--- config.mk ---
export PLATFORM = sky130hd
export DESIGN_NAME = mem_ctrl_rr
export DESIGN_NICKNAME = d
export VERILOG_FILES = /design/src/rtl/mem_pkg.sv /design/src/rtl/rr_arbiter.sv /design/src/rtl/mem_ctrl_rr.sv
export SDC_FILE = /design/constraint.sdc
export NUM_CORES = 1
export LEC_CHECK = 0
export BUFFER_PORTS_ARGS = -buffer_cell sky130_fd_sc_hd__clkbuf_2
export CAP_MARGIN = 20
export CORE_MARGIN = 4
export CORE_UTILIZATION = 46
export DETAILED_ROUTE_END_ITERATION = 8
export GPL_TIMING_DRIVEN = 1
export HOLD_SLACK_MARGIN = 0.15
export PLACE_DENSITY = 0.76
export SLEW_MARGIN = 30
export SYNTH_ARGS = -nofsm -noshare
export SYNTH_HDL_FRONTEND = slang
export SYNTH_HIERARCHICAL = 1
export SYNTH_SLANG_ARGS = --single-unit
--- constraint.sdc ---
create_clock -name clk -period 2.22 [get_ports clk]
set_input_delay 0.111 -clock clk [delete_from_list [all_inputs] [get_ports clk]]
set_output_delay 0.111 -clock clk [all_outputs]
set_load 0.05 [all_outputs]
--- src/rtl/mem_pkg.sv ---
// Shared types for the byte-serial memory controller.
// State encoding, IO window select and RAM byte type.
package mem_pkg;

   typedef enum logic [1:0] {
      S_IDLE,
      S_READ,
      S_WRITE,
      S_DONE
   } state_e;

   localparam logic [1:0] IO_SEL = 2'b11;

   typedef logic [7:0] ram_byte_t;

endpackage

--- src/rtl/rr_arbiter.sv ---
// Round-robin grant picker, purely combinational.
// First eligible port at or after the pointer wins.
module rr_arbiter
   import mem_pkg::*;
#(
   parameter int NUM_PORTS = 2,
   parameter int PTR_W     = (NUM_PORTS > 1) ? $clog2(NUM_PORTS) : 1
) (
   input  logic [NUM_PORTS-1:0] elig_i,
   input  logic [PTR_W-1:0]     ptr_i,
   output logic [NUM_PORTS-1:0] gnt_o,
   output logic [PTR_W-1:0]     idx_o,
   output logic                 any_o
);

   // scan pointer..top first, then wrap to 0..pointer-1
   always_comb begin
      gnt_o = '0;
      idx_o = '0;
      any_o = 1'b0;
      for (int i = 0; i < NUM_PORTS; i++) begin
         if (!any_o && elig_i[i] && (i >= int'(ptr_i))) begin
            gnt_o[i] = 1'b1;
            idx_o    = PTR_W'(i);
            any_o    = 1'b1;
         end
      end
      for (int i = 0; i < NUM_PORTS; i++) begin
         if (!any_o && elig_i[i] && (i < int'(ptr_i))) begin
            gnt_o[i] = 1'b1;
            idx_o    = PTR_W'(i);
            any_o    = 1'b1;
         end
      end
   end

endmodule

--- src/rtl/mem_ctrl_rr.sv ---
// Round-robin byte-serial controller for an 8-bit sync RAM/IO bus.
// Serialises 1..DATA_BYTES reads/writes; IO writes wait on UART full.
module mem_ctrl_rr
   import mem_pkg::*;
#(
   parameter int NUM_PORTS  = 2,
   parameter int ADDR_W     = 32,
   parameter int RAM_ADDR_W = 18,
   parameter int DATA_BYTES = 4,
   parameter int LEN_W      = $clog2(DATA_BYTES) + 1
) (
   input  logic                             clk,
   input  logic                             rst_n,
   input  logic                             rdy,
   input  logic [7:0]                       ram_din,
   input  logic                             io_buffer_full,
   output logic                             ram_wr,
   output logic [RAM_ADDR_W-1:0]            ram_a,
   output logic [7:0]                       ram_dout,
   input  logic [NUM_PORTS-1:0]             req,
   input  logic [NUM_PORTS-1:0]             we,
   input  logic [NUM_PORTS*LEN_W-1:0]       len,
   input  logic [NUM_PORTS*ADDR_W-1:0]      addr,
   input  logic [NUM_PORTS*DATA_BYTES*8-1:0] wdata,
   output logic [NUM_PORTS-1:0]             done,
   output logic [DATA_BYTES*8-1:0]          rdata
);

   localparam int PTR_W = (NUM_PORTS > 1) ? $clog2(NUM_PORTS) : 1;
   localparam int CNT_W = LEN_W + 1;
   localparam int DW    = DATA_BYTES * 8;

   state_e                state_q, state_d;
   logic [PTR_W-1:0]      ptr_q, ptr_d;
   logic [PTR_W-1:0]      id_q, id_d;
   logic [RAM_ADDR_W-1:0] base_q, base_d;
   logic [CNT_W-1:0]      n_q, n_d;
   logic [CNT_W-1:0]      step_q, step_d;
   logic [DW-1:0]         wdata_q, wdata_d;
   logic                  ram_wr_q, ram_wr_d;
   logic [RAM_ADDR_W-1:0] ram_a_q, ram_a_d;
   ram_byte_t             ram_dout_q, ram_dout_d;
   logic [NUM_PORTS-1:0]  done_q, done_d;
   logic [DW-1:0]         rdata_q, rdata_d;

   logic [NUM_PORTS-1:0]  elig;
   logic [NUM_PORTS-1:0]  gnt;
   logic [PTR_W-1:0]      gnt_idx;
   logic                  any_elig;
   logic                  sel_we;
   logic [RAM_ADDR_W-1:0] sel_addr;
   logic [LEN_W-1:0]      sel_len;
   logic [DW-1:0]         sel_wdata;
   logic [CNT_W-1:0]      n_sel;
   logic                  cur_req;
   logic                  abort;
   logic [CNT_W-1:0]      j;
   logic                  unused_addr;

   assign unused_addr = ^addr;

   // a blocked IO write steps aside so other ports can still win
   always_comb begin
      elig = '0;
      for (int i = 0; i < NUM_PORTS; i++) begin
         elig[i] = req[i] &&
                   !(we[i] && (addr[i*ADDR_W+16 +: 2] == IO_SEL) &&
                     io_buffer_full);
      end
   end

   rr_arbiter #(
      .NUM_PORTS(NUM_PORTS),
      .PTR_W    (PTR_W)
   ) u_arb (
      .elig_i(elig),
      .ptr_i (ptr_q),
      .gnt_o (gnt),
      .idx_o (gnt_idx),
      .any_o (any_elig)
   );

   // mux out the winner's request and the latched owner's live req
   always_comb begin
      sel_we    = 1'b0;
      sel_addr  = '0;
      sel_len   = '0;
      sel_wdata = '0;
      cur_req   = 1'b0;
      for (int i = 0; i < NUM_PORTS; i++) begin
         if (gnt[i]) begin
            sel_we    = we[i];
            sel_addr  = addr[i*ADDR_W +: RAM_ADDR_W];
            sel_len   = len[i*LEN_W +: LEN_W];
            sel_wdata = wdata[i*DW +: DW];
         end
         if (PTR_W'(i) == id_q) cur_req = req[i];
      end
      n_sel = CNT_W'(sel_len);
      if ((sel_len == '0) || (n_sel > CNT_W'(DATA_BYTES)))
         n_sel = CNT_W'(DATA_BYTES);
   end

   assign abort = !cur_req;
   assign j     = step_q + CNT_W'(1);

   // state register; rdy low freezes everything
   always_ff @(posedge clk or negedge rst_n) begin
      if (!rst_n)   state_q <= S_IDLE;
      else if (rdy) state_q <= state_d;
   end

   // reads finish one edge later than writes (RAM read latency)
   always_comb begin
      state_d = state_q;
      unique case (state_q)
         S_IDLE:
            if (any_elig) state_d = sel_we ? S_WRITE : S_READ;
         S_READ:
            if (abort)                      state_d = S_IDLE;
            else if (j == n_q + CNT_W'(1)) state_d = S_DONE;
         S_WRITE:
            if (abort)         state_d = S_IDLE;
            else if (j == n_q) state_d = S_DONE;
         S_DONE:
            state_d = S_IDLE;
         default:
            state_d = S_IDLE;
      endcase
   end

   // bus drive, byte capture, latching and done pulse
   always_comb begin
      ptr_d      = ptr_q;
      id_d       = id_q;
      base_d     = base_q;
      n_d        = n_q;
      step_d     = step_q;
      wdata_d    = wdata_q;
      ram_wr_d   = ram_wr_q;
      ram_a_d    = ram_a_q;
      ram_dout_d = ram_dout_q;
      rdata_d    = rdata_q;
      done_d     = '0;
      unique case (state_q)
         S_IDLE: begin
            if (any_elig) begin
               id_d     = gnt_idx;
               ptr_d    = (gnt_idx == PTR_W'(NUM_PORTS - 1)) ?
                          '0 : gnt_idx + PTR_W'(1);
               base_d   = sel_addr;
               n_d      = n_sel;
               wdata_d  = sel_wdata;
               step_d   = '0;
               ram_a_d  = sel_addr;
               ram_wr_d = sel_we;
               if (sel_we) ram_dout_d = sel_wdata[7:0];
               else        rdata_d    = '0;
            end
         end
         S_READ: begin
            step_d = j;
            if (abort) begin
               ram_wr_d = 1'b0;
               ram_a_d  = '0;
            end else begin
               if (j < n_q) ram_a_d = base_q + RAM_ADDR_W'(j);
               else         ram_a_d = '0;
               for (int k = 0; k < DATA_BYTES; k++) begin
                  if (j == CNT_W'(k + 2)) rdata_d[8*k +: 8] = ram_din;
               end
               if (j == n_q + CNT_W'(1)) begin
                  for (int i = 0; i < NUM_PORTS; i++) begin
                     if (PTR_W'(i) == id_q) done_d[i] = 1'b1;
                  end
               end
            end
         end
         S_WRITE: begin
            step_d = j;
            if (abort) begin
               ram_wr_d = 1'b0;
               ram_a_d  = '0;
            end else if (j < n_q) begin
               ram_a_d = base_q + RAM_ADDR_W'(j);
               for (int k = 0; k < DATA_BYTES; k++) begin
                  if (j == CNT_W'(k)) ram_dout_d = wdata_q[8*k +: 8];
               end
            end else begin
               ram_wr_d = 1'b0;
               ram_a_d  = '0;
               for (int i = 0; i < NUM_PORTS; i++) begin
                  if (PTR_W'(i) == id_q) done_d[i] = 1'b1;
               end
            end
         end
         S_DONE: begin
         end
         default: begin
         end
      endcase
   end

   // datapath and output registers
   always_ff @(posedge clk or negedge rst_n) begin
      if (!rst_n) begin
         ptr_q      <= '0;
         id_q       <= '0;
         base_q     <= '0;
         n_q        <= '0;
         step_q     <= '0;
         wdata_q    <= '0;
         ram_wr_q   <= 1'b0;
         ram_a_q    <= '0;
         ram_dout_q <= '0;
         done_q     <= '0;
         rdata_q    <= '0;
      end else if (rdy) begin
         ptr_q      <= ptr_d;
         id_q       <= id_d;
         base_q     <= base_d;
         n_q        <= n_d;
         step_q     <= step_d;
         wdata_q    <= wdata_d;
         ram_wr_q   <= ram_wr_d;
         ram_a_q    <= ram_a_d;
         ram_dout_q <= ram_dout_d;
         done_q     <= done_d;
         rdata_q    <= rdata_d;
      end
   end

   assign ram_wr   = ram_wr_q;
   assign ram_a    = ram_a_q;
   assign ram_dout = ram_dout_q;
   assign done     = done_q;
   assign rdata    = rdata_q;

endmodule

Word-level counts from Yosys, hierarchy flattened
Cells that the tools add are included.
W data, S select, Z words.
{ "totals": {"reg_bits": 123, "input_bits": 150, "out_inout_bits": 61, "wordCells": 141} }
{ "op_classes": {"addsub": 4, "magnitude_cmp": 4, "eq_ne": 27, "mux": 59, "n_reduce_logical": 32} }
{ "ops": {"columns": ["op", "n"], "rows": [
  ["$mux W32", 5],
  ["$mux W8", 12],
  ["$mux W18", 5],
  ["$pmux W32 S2", 1],
  ["$pmux W18 S2", 1],
  ["$reduce_and A6 Y1", 4],
  ["$ne A2 B2 Y1 const B", 11],
  ["$mux W2", 10],
  ["$add A18 B4 Y18", 1],
  ["$mux W1", 16],
  ["$pmux W8 S2", 1],
  ["$logic_and A1 B1 Y1", 10],
  ["$mux W3", 3],
  ["$ne A3 B3 Y1 const B", 3],
  ["$add A4 B1 Y4 const B", 2],
  ["$eq A2 B2 Y1 const B", 4],
  ["$eq A4 B2 Y1 const B", 2],
  ["$eq A4 B3 Y1 const B", 2],
  ["$eq A4 B4 Y1", 2],
  ["$pmux W2 S4", 1],
  ["$pmux W4 S2", 1],
  ["$reduce_and A7 Y1", 1],
  ["$reduce_and A3 Y1", 2],
  ["$reduce_bool A2 Y1", 3],
  ["other kinds (20)", 23]
]} }

Depth between registers and ports, before layout
{ "depth": {"ltp_word": 19, "mapped_depth": 11, "depth_no_buf": 9} }

Hierarchy
Netlist, hierarchy kept.
{ "by_module_without_submodules": {"columns": ["mod", "n_inst", "cells_per_inst", "area_per_inst_um2", "seq_area_each_um2"], "rows": [
  ["mem_ctrl_rr", 1, 697, 6502.5, 3052.9],
  ["rr_arbiter", 1, 5, 32.5, 0.0]
]} }

Least setup slack after synthesis
No wires, ideal clock.
{ "synth_path": {"path_kind": "register to register", "from": "register step_q[0]", "to": "register ram_a_q[6], in the netlist ram_a[6]", "setup_time_ns": 0.136, "arrival_ns": 2.280, "required_ns": 2.084, "path_slack_ns": -0.196, "path_stages_with_launch": 11, "n_path_buf": 1, "synth_period_minus_slack_ns": 2.416, "path_cell_list": "dfrtp_1 > ha_1 > buf_2 > xor2_1 > ha_1 > a21o_1 > a21oi_1 > nor2_1 > xor2_1 > a21oi_1 > o21ai_0"} }
{ "synth_via": {"elab_chain_cells": 5, "word_cells_on_any_way": 6, "classes_between": "add/sub (2); order compare (1); mux (3)"} }
{ "synth_lines": {"columns": ["item", "line_no", "text"], "rows": [
  ["start: declaration", "mem_ctrl_rr.sv:38", "logic [CNT_W-1:0] step_q, step_d;"],
  ["start signal: assignment", "mem_ctrl_rr.sv:223", "step_q <= step_d;"],
  ["$add A4 B1 Y4 *", "mem_ctrl_rr.sv:105", "assign j = step_q + CNT_W'(1);"],
  ["$add A18 B4 Y18 or $lt A4 B4 Y1 (tied branches)", "mem_ctrl_rr.sv:167, mem_ctrl_rr.sv:185, mem_ctrl_rr.sv:184", null],
  ["$mux W18 *", "mem_ctrl_rr.sv:167, mem_ctrl_rr.sv:184", null],
  ["$mux W18 *", "mem_ctrl_rr.sv:181", "if (abort) begin"],
  ["$pmux W18 S2 *", "mem_ctrl_rr.sv:145", "unique case (state_q)"],
  ["end signal: assignment", "mem_ctrl_rr.sv:226", "ram_a_q <= ram_a_d;"],
  ["end: declaration", "mem_ctrl_rr.sv:41", "logic [RAM_ADDR_W-1:0] ram_a_q, ram_a_d;"]
]} }
Mark *: on every way between the ends. The rest lies on a longest branch, timed or not.
A chain may end at the register's enable or synchronous reset.

Final worst setup path
{ "layout_path": {"from": "register step_q[1]", "to": "register ram_a_q[8], in the netlist ram_a[8]"} }
The elaborated chain is that of the path after synthesis.

==> results.cfg <==
[run_status]
run_status = finished, violations left
failing_checks = negative setup slack

[global_routing]
largest_net_degree_at_the_start_of_global_routing = 105
first_global_vias = 7200
grtUsageTotal = 0.282
global_route.overflow_total = 0
grt_pass1_wl_mm = 36.2
grt_antenna_before_repair = 0

[route]
vias_per_cell = 5.84
detail_route.drc_violations = 0
avgRoutedWirePerCell_um = 20.4
drt.antenna.violating_nets = 0
drt_pre_antenna_iters = 6
drt-initial-drc-count = 614
dr_total_vias = 7223
drt-total-wl_mm = 25.3

[synth]
synth_enable_flop_cells = 0
yosys.cell_types.count = 52
post_synth.cell_area_avg_um2 = 9.31
synth.most_common_cell = dfrtp_1
syn_nets = 870
synth-seq-cells = 122
postSynth.asyncResetShare = 1.00
synthDominantCellAreaShare = 0.467
synth.area.top_cells = dfrtp_1, o21ai_0, mux2_2, a22oi_1, nand2_1
synth_seq_area_share = 0.467
synthCells = 702
synthesis.area_mm2 = 0.00654
synth.cells.most_frequent = dfrtp_1, o21ai_0, nand2_1
dominantRegCellSynth = dfrtp_1
synth.largest_area_cell = dfrtp_1
synth-warning-count = 6

[layout]
fillers = 844
finalInstanceArea_mm2 = 0.0107
share_of_post_route_cells_with_drive_strength_above_1 = 0.397
final-instance-count-excl-fill = 1237
finish.net_count = 1212
areaGrowthSynthToFinish_pct = 64.2
num_antenna_cells = 0
area.sequential_mm2 = 0.00306
total_area_of_multi_input_combinational_cells_mm2 = 0.00394

[power_and_ir_drop]
max-vdd-ir-drop_uv = 768
leakagePower_nw = 5.10
power.density_cell_area_mw_per_mm2 = 1540

[floorplan]
initial_core_util = 0.471
ios = 211
floorplan.rows = 43
die_y_um = 127
core-area_mm2 = 0.0139
chipWidth_um = 127
floorplan.die_area_mm2 = 0.0162

[sta]
whs_ns = 0.161
hold_viol = 0
final_max_slew_viol_count = 0
worstMarginPinSlew_ns = 0.816
final-setup-viol-count = 25
tmin_final_ns = 2.37
setup_slack_ns = -0.151
grt_setup_unrepaired = yes
final_worst_path_period_share = 1.07
achievable-frequency_ghz = 0.422
finalClockSkew_ns = 0.0111
slew_headroom = 0.454

[clock_tree]
cts-htree-levels = 4
tritoncts = built
cts_buffers = 17
clock-root-buffer = clkbuf_16
clock_tree.buffer_depth = 2
clkSinkCount = 122
clk_pin_slew_ns = 0.06
clkLatencyLatePin_ns = 0.42

[setup_path]
worst_ep_required_time_ns = 2.57
critical_path_class = reg2reg
r2r_end = ram_a[8]
r2r_slack_ns = -0.15
cp-end-kind = flop
critPathMaxFanout = 5
timing.critical_path.arrival_ns = 2.72
critical_path_start_type = flop
crit-reg2reg-launch = step_q[1]
worstRegToRegCells = 11

[placed_design]
preCtsSetupSlack_ns = -0.0810
detailedPlacementHpwl_mm = 13.1
post_place_cells = 1069
buffer_ports.inserted = 182
final_replace_weighted_congestion = 0.870
detailed_place.area_mm2 = 0.00798

[worst_hold_path]
hold_path.class = in2reg
hold_start = len[4]
hold_end = n_q[1]
cell_count_of_the_worst_hold_path = 3

[run]
cap_viol_max_count = 0
==> placed cells by master, fill, tap and decap left out, drive strengths merged, types with 12 or more instances in the layout <==
| cell | count |
|---|---|
| a22oi | 45 |
| ha | 17 |
| buf | 68 |
| dfrtp | 122 |
| nand2 | 85 |
| o21ai | 105 |
| xnor2 | 12 |
| a21oi | 39 |
| dlygate4sd3 | 113 |
| nor3 | 14 |
| inv | 24 |
| nor2 | 49 |
| clkbuf | 204 |
| mux2 | 44 |
| nand3 | 15 |
==> per-layer routing <==
layer | track usage | routed length (um) | up-vias | part of all wire
met5 | 0 | 0 | - | 0
met4 | 0.100 | 1120 | 0 | 0.044
met3 | 0.0665 | 1880 | 99 | 0.074
met2 | 0.494 | 13100 | 451 | 0.52
met1 | 0.339 | 9200 | 3480 | 0.36
li1 | - | - | 3193 | -
==> where the power goes <==
| group | switching [mW] | total [mW] | internal [mW] |
|---|---|---|---|
| logic | 5.66 | 9.38 | 3.72 |
| clock network | 1.03 | 3.08 | 2.05 |
| registers | 0.827 | 4.04 | 3.21 |
==> worst max-delay path, cell delays in order, from the launching register on <==
cell and delay [ns]:
dfrtp_2 0.44, buf_6 0.14, ha_4 0.17, xor2_4 0.18
ha_4 0.20, buf_4 0.14, a21o_1 0.18, a21oi_4 0.26
nand3b_1 0.19, xnor2_1 0.16, a21oi_1 0.11, o21ai_1 0.13
==> registers in the layout (all words and copies together) (netlist names) <==
signal and count:
ram_dout 8, id_q 1, done 2, ram_a 18, step_q 4, n_q 3
rdata 32, ptr_q 1, state_q 2, wdata_q 32, base_q 18, ram_wr 1
==> how the worst max path moves through the flow <==
stage | startpoint | end | slack, ns | cells after the start
4_1_cts | step_q[1] | ram_dout[7] | -0.07 | 10
3_3_place_gp | step_q[0] | ram_a[13] | -0.01 | 8
2_1_floorplan | step_q[2] | ram_a[17] | -0.02 | 11
5_1_grt | step_q[1] | ram_a[8] | -0.19 | 11
6_report | step_q[1] | ram_a[8] | -0.15 | 11
3_5_place_dp | step_q[0] | ram_a[8] | -0.08 | 10
==> through the flow <==
| step | setup TNS, ns | util | power (mW) |
|---|---|---|---|
| finish | -1.10 | 0.773 | 16.5 |
| global route | -4.41 | 0.773 | 17.2 |
| CTS | -0.411 | 0.726 | 14.9 |
| detailed placement | -0.511 | 0.575 | 10.9 |
| global placement | -0.0143 | 0.575 | 10.7 |
| floorplan | -0.0172 | - | 8.72 |
==> cells by family after synthesis <==
group	synth area share
XOR/XNOR	0.0314
multiplexers	0.0773
AND/OR/NAND/NOR	0.136
adder cells (fa/ha/maj)	0.0356
buffers and inverters	0.0404
AO/OA/AOI/OAI	0.213
flip-flops	0.467
==> area by class of cell <==
class / instances / area share
clock inverter: 11 / 0.0180
tap: 180 / 0.0210
inverter: 24 / 0.00840
timing repair buffer: 366 / 0.257
clock buffer: 21 / 0.0429
sequential: 122 / 0.285
multi-input combinational: 513 / 0.368
==> repair_timing <==
action / 4_1_cts / 5_1_grt
gates resized for setup: 39 / 147
hold buffers: 115 / 0
cloned: 2 / 1
hold endpoints to repair: 216 / 0
setup endpoints to repair: 26 / 98
pin swaps: 18 / 51
setup buffers: 13 / 6
No activity file was read; power rests on OpenSTA's default activity.
